`config.mk`:
```
export PLATFORM = sky130hd
export DESIGN_NAME = flag_branch_ctrl
export DESIGN_NICKNAME = d
export VERILOG_FILES = /design/src/rtl/flag_branch_ctrl.sv
export SDC_FILE = /design/constraint.sdc
export NUM_CORES = 1
export LEC_CHECK = 0
export BUFFER_PORTS_ARGS = -buffer_cell sky130_fd_sc_hd__buf_2
export CORE_ASPECT_RATIO = 2
export CORE_UTILIZATION = 30
export DETAILED_ROUTE_END_ITERATION = 10
export PLACE_DENSITY = 0.6
export SYNTH_ARGS = -nofsm -noshare
export SYNTH_HDL_FRONTEND = slang
export SYNTH_SLANG_ARGS = --single-unit
```
`constraint.sdc`:
```
create_clock -name clk -period 1.86 [get_ports clk]
set_input_delay 0.372 -clock clk [delete_from_list [all_inputs] [get_ports clk]]
set_output_delay 0.372 -clock clk [all_outputs]
set_load 0.01 [all_outputs]
```
`src/rtl/flag_branch_ctrl.sv`:
```
// Condition-flag register and branch-resolution sequencer (B.cond, CBZ, CBNZ resolved in ID).
// Optional macro FLAG_FWD_EN: resolve a flag-hazard B.cond straight from ex_flags instead of stalling.
module flag_branch_ctrl #(
    parameter int CNT_W  = 16,
    parameter int FLAG_W = 4
) (
    input  logic              clk,
    input  logic              reset,
    input  logic              ex_valid,
    input  logic              ex_set_flags,
    input  logic [FLAG_W-1:0] ex_flags,
    input  logic              id_valid,
    input  logic              id_bcond,
    input  logic [3:0]        id_cond,
    input  logic              id_cbz,
    input  logic              id_cbnz,
    input  logic              id_reg_zero,
    input  logic              id_reg_ready,
    output logic [FLAG_W-1:0] flags_q,
    output logic              br_taken,
    output logic              stall,
    output logic              flush,
    output logic [CNT_W-1:0]  stall_cycles
);

    typedef enum logic [1:0] {ST_RUN, ST_HOLD, ST_FLUSH} state_t;

    state_t             r_state;
    logic [FLAG_W-1:0]  r_flags;
    logic               r_flush;
    logic [CNT_W-1:0]   r_cnt;

    logic               w_br;
    logic               w_flag_haz;
    logic               w_op_haz;
    logic               w_flag_stall;
    logic [FLAG_W-1:0]  w_bcond_flags;
    logic               w_taken;
    logic               w_stall;
    logic               w_hold_go;

    // Flag order is {N,Z,C,V}; NV (F) behaves like AL.
    function automatic logic cond_eval(input logic [FLAG_W-1:0] f, input logic [3:0] c);
        logic n, z, cf, v;
        n  = f[3];
        z  = f[2];
        cf = f[1];
        v  = f[0];
        case (c)
            4'h0:    cond_eval = z;
            4'h1:    cond_eval = ~z;
            4'h2:    cond_eval = cf;
            4'h3:    cond_eval = ~cf;
            4'h4:    cond_eval = n;
            4'h5:    cond_eval = ~n;
            4'h6:    cond_eval = v;
            4'h7:    cond_eval = ~v;
            4'h8:    cond_eval = cf & ~z;
            4'h9:    cond_eval = ~(cf & ~z);
            4'hA:    cond_eval = (n == v);
            4'hB:    cond_eval = (n != v);
            4'hC:    cond_eval = ~z & (n == v);
            4'hD:    cond_eval = ~(~z & (n == v));
            default: cond_eval = 1'b1;
        endcase
    endfunction

    assign w_br       = id_valid & (id_bcond | id_cbz | id_cbnz);
    assign w_flag_haz = w_br & id_bcond & ex_valid & ex_set_flags;
    assign w_op_haz   = w_br & (id_cbz | id_cbnz) & ~id_reg_ready;

`ifdef FLAG_FWD_EN
    assign w_bcond_flags = w_flag_haz ? ex_flags : r_flags;
    assign w_flag_stall  = 1'b0;
`else
    assign w_bcond_flags = r_flags;
    assign w_flag_stall  = w_flag_haz;
`endif

    always_comb begin
        w_taken   = 1'b0;
        w_stall   = 1'b0;
        w_hold_go = 1'b0;
        case (r_state)
            ST_RUN: begin
                if (w_flag_stall) begin
                    w_stall   = 1'b1;
                    w_hold_go = 1'b1;
                end else if (w_op_haz) begin
                    w_stall = 1'b1;
                end else if (w_br) begin
                    if (id_bcond)
                        w_taken = cond_eval(w_bcond_flags, id_cond);
                    else if (id_cbz)
                        w_taken = id_reg_zero;
                    else
                        w_taken = ~id_reg_zero;
                end
            end
            // The stalled B.cond is still in ID and flags_q now carries the new flags.
            ST_HOLD: w_taken = id_valid & id_bcond & cond_eval(r_flags, id_cond);
            default: ;
        endcase
    end

    always_ff @(posedge clk or negedge reset) begin
        if (!reset) begin
            r_state <= ST_RUN;
            r_flush <= 1'b0;
            r_flags <= '0;
            r_cnt   <= '0;
        end else begin
            if (ex_valid && ex_set_flags)
                r_flags <= ex_flags;
            if (w_stall && !(&r_cnt))
                r_cnt <= r_cnt + {{(CNT_W-1){1'b0}}, 1'b1};
            r_flush <= w_taken;
            if (w_taken)
                r_state <= ST_FLUSH;
            else if (w_hold_go)
                r_state <= ST_HOLD;
            else
                r_state <= ST_RUN;
        end
    end

    assign flags_q      = r_flags;
    assign br_taken     = w_taken;
    assign stall        = w_stall;
    assign flush        = r_flush;
    assign stall_cycles = r_cnt;

endmodule

```
---- Word-level counts from Yosys, hierarchy flattened ----
Index checks and enable logic that the tools add are counted.
storage, ports and cells
  flip-flop bits (word level) ............. 23
  input bits .............................. 18
  output and inout port bits .............. 23
  word-level logic and storage cells ...... 63
operators by class
  $add $sub $neg .......................... 1
  eq/ne operators ......................... 16
  muxes and demuxes ....................... 15
  bitwise logic cells ..................... 21
  reductions and logical operators ........ 6
operator list
  operator                 number
  $eq A4 B4 Y1 const B     6
  $add A16 B1 Y16 const B  1
  $eq A4 B3 Y1 const B     4
  $reduce_and A16 Y1       1
  $pmux W1 S14             1
  $mux W1                  12
  $and A1 B1 Y1            10
  $eq A4 B2 Y1 const B     2
  $not A1 Y1               8
  $eq A4 B1 Y1 const B     1
  $logic_not A4 Y1         1
  $or A1 B1 Y1             3
  $eq A2 B1 Y1 const B     1
  $logic_and A1 B1 Y1      2
  $logic_not A2 Y1         1
  $mux W2                  1
  $pmux W1 S2              1
  $eq A1 B1 Y1             1
  $logic_not A1 Y1         1
  $ne A1 B1 Y1             1

---- Logic depth before layout (Yosys ltp) ----
Gate-level depths: netlist (run 1).
  depth in word-level cells ............... 10
  mapped depth ............................ 7
  depth with buffers taken out ............ 6

---- Worst setup path after synthesis (run 1) ----
OpenSTA, ideal clock, no wires.
  path type ............................... reg-to-output
  start ................................... register r_flags[3] (netlist: flags_q[3])
  end ..................................... output port br_taken
  arrival ................................. 1,630 ps
  required time ........................... 1,488 ps
  setup slack ............................. -142 ps
  stages on the path, launching flop included .. 6
  path buffers ............................ 0
  path through ............................ dfrtp_1 or3b_2 o311a_1 nor3_1 a311oi_1 nor4_1
on the way
  longest elaborated chain between the ends .. 9
  elaborated cells between the ends (all ways) .. 13
  classes of those cells .................. 2 x eq/ne; 7 x mux; 4 x bitwise
ends and longest elaborated chain
  what                    RTL line    text
  from (decl)             29          logic [FLAG_W-1:0] r_flags;
  from (signal assigned)  114         r_flags <= ex_flags;
  $eq A1 B1 Y1            60, 62, 63
  $and A1 B1 Y1           62, 63
  $not A1 Y1              63          4'hD: cond_eval = ~(~z & (n == v));
  $pmux W1 S14 *          49          case (c)
  $mux W1                 92          if (id_bcond)
  $mux W1                 91          end else if (w_br) begin
  $mux W1                 89          end else if (w_op_haz) begin
  $mux W1                 86          if (w_flag_stall) begin
  $pmux W1 S2 *           84          case (r_state)
  to (decl)               20          output logic br_taken,
Mark *: on every way between the ends. The rest lies on a longest branch, timed or not. The select of a mux whose other input is x is not followed.

---- Worst setup path after layout (run 1) ----
Ends and elaborated chain as after synthesis.

==> metrics, run 1 <==
Avg Cell Area, Syn 10.6 sq um; Antenna Nets Post-Route 0; Die W 46.8 microns; GRT overflow 0; status complete, but fails checks; Yosys warning count 0; Iteration-0 DRC Markers 22; P_leak 0.872 nW; final core occ 0.449; worst path arrival time 1810 ps; commonest non-fill, non-tap cell in the layout buf_2; final non-filler cell total between 200 and 250; die footprint 4280 sq um; library cells used by synthesis 35; clock transition at the registers of the reported paths 80 ps; Worst Hold Class input pin to asynchronous set/reset pin; clk_lat worst skew 260 ps; die height roughly 92 microns; root buf cell clkbuf_8; commonest non-fill, non-tap cells in the layout 40 x buf_2, 21 x dfrtp_1, 19 x buf_4, 8 x nor2_1, 8 x xor2_1; crit path capture type output pin; Most used DFF post-synth dfrtp_1; Final Critical Period 2180 ps; reg2reg start flags_q[3]$_DFFE_PN0P_; syn_nets 132; FILL cells 382; FF/Latch Area around 550 sq um; Required @ worst endpoint 1490 ps; DR DRC count 0; critical path's largest stage delay 410 ps; fmax 459 MHz; max-cap viol count 0; Fin. Hold Viols 0; PD cells 882 nW/um^2; TritonCTS clock tree yes; CP Max Fanout 4; clk_skew 3.77 ps; routed vias/inst 4.93; first-pass GRT wire length 4.86 mm; PnR worst setup slack -320 ps; largest net degree at the start of global routing 23; RSZ-0062 raised after global routing yes; Diodes inserted 0; final count of negative-setup-slack endpoints 1; vias in the first global route 1130; period utilization 1.17; IO Count 41; port bufs 40; via count 1109; Sink Count 22; share of cells above drive strength 1 0.466; EDFF count, synth 0; Critical Path Start Type register; TritonCTS Buffers 3; failing checks setup timing; CTS Buffer Depth 2; DRT Pass-1 Iters 4; DP Wirelength 2.39 mm; dpl cells 218; Rows 32; critical-path cell list buf_4 > xnor2_4 > nor2b_2 > o221ai_2 > a311oi_2 > nor4_2 > buf_2; Design Power 1.52 mW; worst-margin pin slew just under 500 ps; GPL Wtd Cong roughly 0.74; post-synthesis cell count between 100 and 150; Worst Setup SP flags_q[3]$_DFFE_PN0P_; post-synth design cell area 1200 sq um; routed wire length per instance 14.1 microns; multi-input logic area approximately 680 sq um; share of flip-flops with an asynchronous set or reset 1.00; Yosys reg bits 22; Max IR drop VDD 0.000544 V; worst setup path class register to output pin; initial antenna violation count 0; GRT Overall Usage 0.154; Initial Util 0.313; Core Region 3840 sq um; post-synthesis sequential area ratio 0.458; Slew Viols, Final 0; Slew Limit Headroom 0.671; Critical-path top delay cell dfrtp_1; total wire length 3.17 mm; H-tree levels 1; layout net count 194; Final Hold Slack just under 70 ps; P&R area growth vs syn 43.5%
synth_stat cells (2+ instances only):
| library cell | count | share of area |
|---|---|---|
| inv_1 | 5 | 0.016 |
| nor4_1 | 2 | 0.010 |
| nor3_1 | 3 | 0.012 |
| nor2b_1 | 3 | 0.016 |
| xor2_1 | 8 | 0.058 |
| xnor2_1 | 8 | 0.058 |
| nand2_1 | 7 | 0.022 |
| nand2b_1 | 4 | 0.021 |
| and4_1 | 4 | 0.029 |
| o211ai_1 | 2 | 0.012 |
| a31oi_1 | 2 | 0.010 |
| mux2i_1 | 2 | 0.017 |
| a311oi_1 | 2 | 0.015 |
| nand4_1 | 2 | 0.010 |
| mux2_2 | 5 | 0.047 |
| nor2_1 | 8 | 0.025 |
| o21ai_0 | 2 | 0.0083 |
| dfrtp_1 | 22 | 0.46 |
| nand3_1 | 4 | 0.017 |
| and3_1 | 3 | 0.016 |
where the power goes:
part	internal [mW]	switching (mW)
clock network	0.287	0.153
registers	0.550	0.0818
logic	0.241	0.209
total	1.08	0.444
timing repair:
action	in CTS	in global routing
gates resized for setup	6	5
pin swaps	5	4
hold buffers	0	0
buffers inserted	2	1
setup endpoints to repair	1	4
layout make-up:
| type | instances | share of cell area |
|---|---|---|
| clock buffer | 3 | 0.0239 |
| multi-input combinational | 84 | 0.392 |
| inverter | 5 | 0.0109 |
| sequential | 22 | 0.320 |
| timing repair buffer | 59 | 0.199 |
| tap | 51 | 0.0370 |
| clock inverter | 1 | 0.0174 |
state kept, by name, summed over array words and instances, names as in the netlist:
| register | count |
|---|---|
| flush | 1 |
| flags_q | 4 |
| r_state | 1 |
| stall_cycles | 16 |
final timing paths:
kind,endpoint,slack (ps),depth (start not counted)
max reg2reg,flush$_DFF_PN0_,120,8
max in group asynchronous,flags_q[2]$_DFFE_PN0P_,1430,1
min,stall_cycles[0]$_DFFE_PN0P_,70,1
max,br_taken,-320,7
min reg2reg,stall_cycles[12]$_DFFE_PN0P_,490,1
min in group clk,flags_q[1]$_DFFE_PN0P_,340,2
through the flow:
step	instance area (sq um)	TNS [ps]	worst slack (ps)
2_1_floorplan	1210	-26.8	-18.9
5_1_grt	1730	-373	-373
3_5_place_dp	1580	-207	-207
4_1_cts	1690	-437	-437
3_3_place_gp	1580	-167	-167
6_report	1730	-320	-320
layer usage:
layer,vias up,global-route usage,part of all wire
met1,537,0.156,0.37
met3,6,0.0179,0.032
met5,-,0,0
li1,533,-,-
met4,0,0.0571,0.018
met2,33,0.291,0.57
critical path, delay by kind of cell, from the launching register on:
| family | cells | cell delay, ps |
|---|---|---|
| DFF | 1 | 410 |
| and+or+nand+nor | 2 | 360 |
| buffers and inverters | 2 | 350 |
| AOI/OAI and AO/OA | 2 | 280 |
| xor gates and xnor gates | 1 | 150 |
cell families (layout without fill, tap and decap cells):
group,count (synthesis),after routing,synth area share
xor+xnor,16,16,0.117
simple gates,46,46,0.237
fa+ha+maj,1,1,0.0104
compound gates,14,14,0.0864
buf+inv,7,68,0.0281
mux,7,7,0.0635
flops,22,22,0.458
No activity file was read; power rests on OpenSTA's default activity.
==> run 2: changes to the inputs <==
--- a/config.mk
+++ b/config.mk
@@ -5,11 +5,12 @@
 export SDC_FILE = /design/constraint.sdc
 export NUM_CORES = 1
 export LEC_CHECK = 0
+export ABC_AREA = 1
 export BUFFER_PORTS_ARGS = -buffer_cell sky130_fd_sc_hd__buf_2
 export CORE_ASPECT_RATIO = 2
-export CORE_UTILIZATION = 30
+export CORE_UTILIZATION = 47
 export DETAILED_ROUTE_END_ITERATION = 10
-export PLACE_DENSITY = 0.6
+export PLACE_DENSITY = 0.81
 export SYNTH_ARGS = -nofsm -noshare
 export SYNTH_HDL_FRONTEND = slang
 export SYNTH_SLANG_ARGS = --single-unit
==> metrics, run 2 <==
status complete, no violations; commonest non-fill, non-tap cells in the layout 89 x nand2_1, 39 x buf_2, 27 x nor2_1, 21 x dfrtp_1; Required @ worst endpoint 1490 ps; max-cap viol count 0; total wire length 3.55 mm; period utilization 0.981; reg2reg start stall_cycles[0]$_DFFE_PN0P_; share of flip-flops with an asynchronous set or reset 1.00; Diodes inserted 0; P&R area growth vs syn 21.2%; routed wire length per instance 11.6 microns; Worst Hold Class input pin to asynchronous set/reset pin; commonest non-fill, non-tap cell in the layout nand2_1; Design Power 1.32 mW; root buf cell clkbuf_8; largest cells by area after synthesis dfrtp_1 36%, nand2_1 23%, nor2_1 7.0%, nand2_2 5.3%, inv_1 5.1%; Avg Cell Area, Syn 6.69 sq um; Most used DFF post-synth dfrtp_1; Largest register FFs 16; Initial Util 0.489; Final Critical Period between 1500 and 2000 ps; clk_lat worst skew between 200 and 300 ps; Final Hold Slack 68.6 ps; DRT Pass-1 Iters 4; Critical R2R Capture stall_cycles[14]$_DFFE_PN0P_; worst setup path class register to output pin; post-synthesis cell count between 200 and 250; GRT Overall Usage 0.216; clk_skew ~4.0 ps; layout net count 296; TritonCTS Buffers 3; initial antenna violation count 0; H-tree levels 1; post-synth top area cell dfrtp_1; Sink Count 22; Die W 42.5 microns; RSZ-0062 raised after global routing yes; clock transition at the registers of the reported paths 80 ps; TritonCTS clock tree yes; Antenna Nets Post-Route 0; Yosys warning count 0; Yosys top cell area share 0.356; cell with the most instances after synthesis nand2_1; XOR/XNOR Fraction of Synth Area 0.0623; IO Count 41; EDFF count, synth 0; largest family of logic cells by synthesized area simple AND/OR/NAND/NOR gates; Fin Setup TNS 0 ps; syn_nets 250; DR DRC count 0; first-pass GRT wire length ~6 mm; worst-margin pin slew roughly 510 ps; port bufs 40; CP endpoint br_taken; via count 1544; multi-input logic area between 800 and 900 sq um; Compound-Gate Fraction of Synth Area 0.0356; Max IR drop VDD 0.000713 V; top cells by count, synth 94 x nand2_1, 29 x nor2_1, 22 x dfrtp_1; Core Region 3160 sq um; Iteration-0 DRC Markers 19; Yosys reg bits 22; share of cells above drive strength 1 0.304; CTS Buffer Depth 2; vias in the first global route 1483; PnR worst setup slack 35.4 ps; fmax between 500 and 600 MHz; P_leak 1.04 nW; worst path arrival time 1450 ps; Rows 29; largest net degree at the start of global routing 23; Simple-Gate Fraction of Synth Area 0.456; FF/Latch Area 552 sq um; routed vias/inst around 5; post-synth design cell area 1550 sq um; Slew Limit Headroom 0.660; Fin. Hold Viols 0; PD cells 702 nW/um^2; pre-CTS setup slack 208 ps; mux share of post-synthesis cell area 0; FILL cells 314; worst reg-to-reg path cell count 10; die footprint 3540 sq um; Critical Path Start Type register; GPL Wtd Cong slightly below 0.9; library cells used by synthesis 26; GRT overflow 0; post-synthesis sequential area ratio 0.356; CTS Hold Buffers Added 0; Worst Setup SP flags_q[0]$_DFFE_PN0P_; DP Wirelength 2.78 mm; die height 83.1 microns; crit path capture type output pin; Adder-Cell Fraction of Synth Area 0.00810; CP Max Fanout 5; r2r setup slk 270 ps; Slew Viols, Final 0; final count of negative-setup-slack endpoints 0
[run 2: cell count changes after synthesis, moves of 5 or more]
cell	before	now
mux2_2	5	0
nor2_1	8	29
nand2_1	7	94
inv_1	5	21
nand2_2	0	13
[run 2: power breakdown]
part | leakage [nW] | switching [mW] | total, mW | internal [mW]
Combinational | 0.719 | 0.216 | 0.367 | 0.151
Sequential | 0.288 | 0.0773 | 0.609 | 0.532
Clock | 0.0288 | 0.151 | 0.339 | 0.189
[run 2: logic make-up (layout without fill, tap and decap cells)]
group	Yosys count	in the layout
compound gates	11	11
flops	22	22
simple gates	158	158
xor+xnor	11	11
fa+ha+maj	1	1
buf+inv	28	73
[run 2: cell type report]
type | count | area share
clock buffer | 4 | 0.0294
inverter | 26 | 0.0554
multi-input combinational | 181 | 0.478
sequential | 22 | 0.295
tap | 31 | 0.0207
timing repair buffer | 43 | 0.122
[run 2: stage by stage]
stage               std cells  area (sq um)   util
finish                    307          1870  0.593
global route              307          1870  0.593
CTS                       305          1820  0.578
detailed placement        300          1760  0.558
global placement          300          1760  0.558
floorplan                 231          1550      -
[run 2: worst max-delay path, cell delays in order (launching register included)]
cell and delay, ps:
dfrtp_1 430, inv_2 80, nand2_2 60, nand2_2 70
o21ai_2 120, nand2_1 80, inv_1 50, nand3_1 70
nand2_1 80, inv_2 40, buf_6 110
[run 2: layer usage]
layer	GRT usage	share of wire	vias to the layer above
met5	0	0	-
met4	0.0966	0.027	0
met3	0.0174	0.030	9
met2	0.418	0.58	44
met1	0.218	0.36	695
li1	-	-	796
[run 2: how the worst min path moves through the flow]
stage	to	from	cells after the start	slack [ps]
6_report	stall_cycles[0]$_DFFE_PN0P_	reset	1	70
2_1_floorplan	flags_q[0]$_DFFE_PN0P_	reset	0	80
5_1_grt	stall_cycles[1]$_DFFE_PN0P_	reset	1	110
4_1_cts	stall_cycles[0]$_DFFE_PN0P_	reset	1	80
3_3_place_gp	stall_cycles[0]$_DFFE_PN0P_	reset	1	360
3_5_place_dp	stall_cycles[0]$_DFFE_PN0P_	reset	1	370
[run 2: repair_timing]
action | CTS | global route
endpoints found under the setup margin | 1 | 1
pin swaps | 0 | 6
resized for setup | 2 | 13
buffers inserted | 1 | 2
==> run 3: changes to the inputs <==
--- a/config.mk
+++ b/config.mk
@@ -10,7 +10,7 @@
 export CORE_ASPECT_RATIO = 2
 export CORE_UTILIZATION = 47
 export DETAILED_ROUTE_END_ITERATION = 10
-export PLACE_DENSITY = 0.81
+export PLACE_DENSITY = 0.74
 export SYNTH_ARGS = -nofsm -noshare
 export SYNTH_HDL_FRONTEND = slang
 export SYNTH_SLANG_ARGS = --single-unit
==> metrics, run 3 (synthesis results as in run 2) <==
Iteration-0 DRC Markers 34; die footprint 3540 sq um; DR DRC count 0; Largest register FFs 16; GPL Wtd Cong 0.889; port bufs 40; Antenna Nets Post-Route 0; Sink Count 22; final count of negative-setup-slack endpoints 0; total wire length 3.55 mm; die height 83.1 microns; TritonCTS Buffers 3; largest net degree at the start of global routing 23; root buf cell clkbuf_8; Core Region 3160 sq um; status complete, no violations; Critical Path Start Type register; CP Max Fanout 5; RSZ-0062 raised after global routing yes; routed vias/inst slightly above 5; GRT Overall Usage 0.224; clk_lat worst skew ~260 ps; Die W 42.5 microns; P&R area growth vs syn 21.3%; via count 1591; routed wire length per instance 11.6 microns; worst path arrival time 1460 ps; period utilization 0.987; FF/Latch Area 552 sq um; clk_skew 1.82 ps; fmax 545 MHz; Final Hold Slack 56.0 ps; GRT overflow 0; DP Wirelength between 2 and 3 mm; Diodes inserted 0; pre-CTS setup slack 137 ps; H-tree levels 1; CTS Hold Buffers Added 0; r2r setup slk about 270 ps; Final Critical Period 1840 ps; vias in the first global route 1502; FILL cells around 320; CTS Buffer Depth 2; layout net count 296; Critical R2R Capture stall_cycles[15]$_DFFE_PN0P_; first-pass GRT wire length 6.08 mm; max-cap viol count 0; commonest non-fill, non-tap cells in the layout 88 x nand2_1, 39 x buf_2, 28 x nor2_1, 21 x dfrtp_1, 19 x nand2_2; Fin. Hold Viols 0; Initial Util 0.489; reg2reg start stall_cycles[0]$_DFFE_PN0P_; DRT Pass-1 Iters 4; share of cells above drive strength 1 0.312; P_leak 1.04 nW; Slew Viols, Final 0; worst setup path class register to output pin; TritonCTS clock tree yes; PD cells 708 nW/um^2; commonest non-fill, non-tap cell in the layout nand2_1; crit path capture type output pin; worst reg-to-reg path cell count 10; multi-input logic area ~900 sq um; clock transition at the registers of the reported paths 80 ps; PnR worst setup slack 23.6 ps; IO Count 41; initial antenna violation count 0; Rows 29; Required @ worst endpoint between 1000 and 1500 ps; Slew Limit Headroom 0.679; Worst Hold Class input pin to asynchronous set/reset pin; Max IR drop VDD 0.000694 V; worst-margin pin slew slightly below 500 ps
## run 3: timing repair
action	in CTS	in global routing
setup endpoints to repair	1	1
gates cloned	0	0
resized for setup	4	13
setup buffers	2	1
pin swaps	0	7
## run 3: per-layer routing
layer,share of wire,track usage,vias to the layer above,wire length [microns]
met3,0.022,0.00652,11,78
met4,0.037,0.128,0,130
li1,-,-,793,-
met1,0.36,0.217,748,1270
met2,0.58,0.436,39,2070
met5,0,0,-,0
## run 3: power by group
part	total (mW)	internal, mW	switching, mW
logic	0.368	0.152	0.216
registers	0.611	0.531	0.0792
clock network	0.348	0.189	0.159
## run 3: final cells by class
| type | count | area share |
|---|---|---|
| Multi-Input combinational cell | 181 | 0.478 |
| Sequential cell | 22 | 0.294 |
| Timing Repair Buffer | 43 | 0.122 |
| Inverter | 26 | 0.0554 |
| Clock buffer | 4 | 0.0294 |
| Tap cell | 31 | 0.0207 |
## run 3: how the worst max path moves through the flow
| stage | startpoint | to |
|---|---|---|
| after CTS | flags_q[0]$_DFFE_PN0P_ | br_taken |
| final | flags_q[3]$_DFFE_PN0P_ | br_taken |
| after global placement | id_cond[1] | br_taken |
| after detailed placement | id_cond[1] | br_taken |
| after global routing | flags_q[3]$_DFFE_PN0P_ | br_taken |
| after floorplan | stall_cycles[0]$_DFFE_PN0P_ | stall_cycles[3]$_DFFE_PN0P_ |
## run 3: metrics by stage
step	total power, mW	std cells	cell area [sq um]	util	TNS (ps)
after floorplan	0.831	231	1550	-	0
after global placement	0.951	300	1760	0.558	0
after detailed placement	0.957	300	1760	0.558	0
after CTS	1.32	306	1830	0.581	0
after global routing	1.41	307	1870	0.594	-74.4
final	1.33	307	1870	0.594	0
## run 3: worst max-delay path, stage by stage, from the launching register on
cell and delay [ps]:
dfrtp_1 430, inv_2 110, nand2_1 80, nand3_2 80
nand2_1 60, nor2_1 120, nand3_2 90, nand2_2 80
inv_2 40, buf_6 110
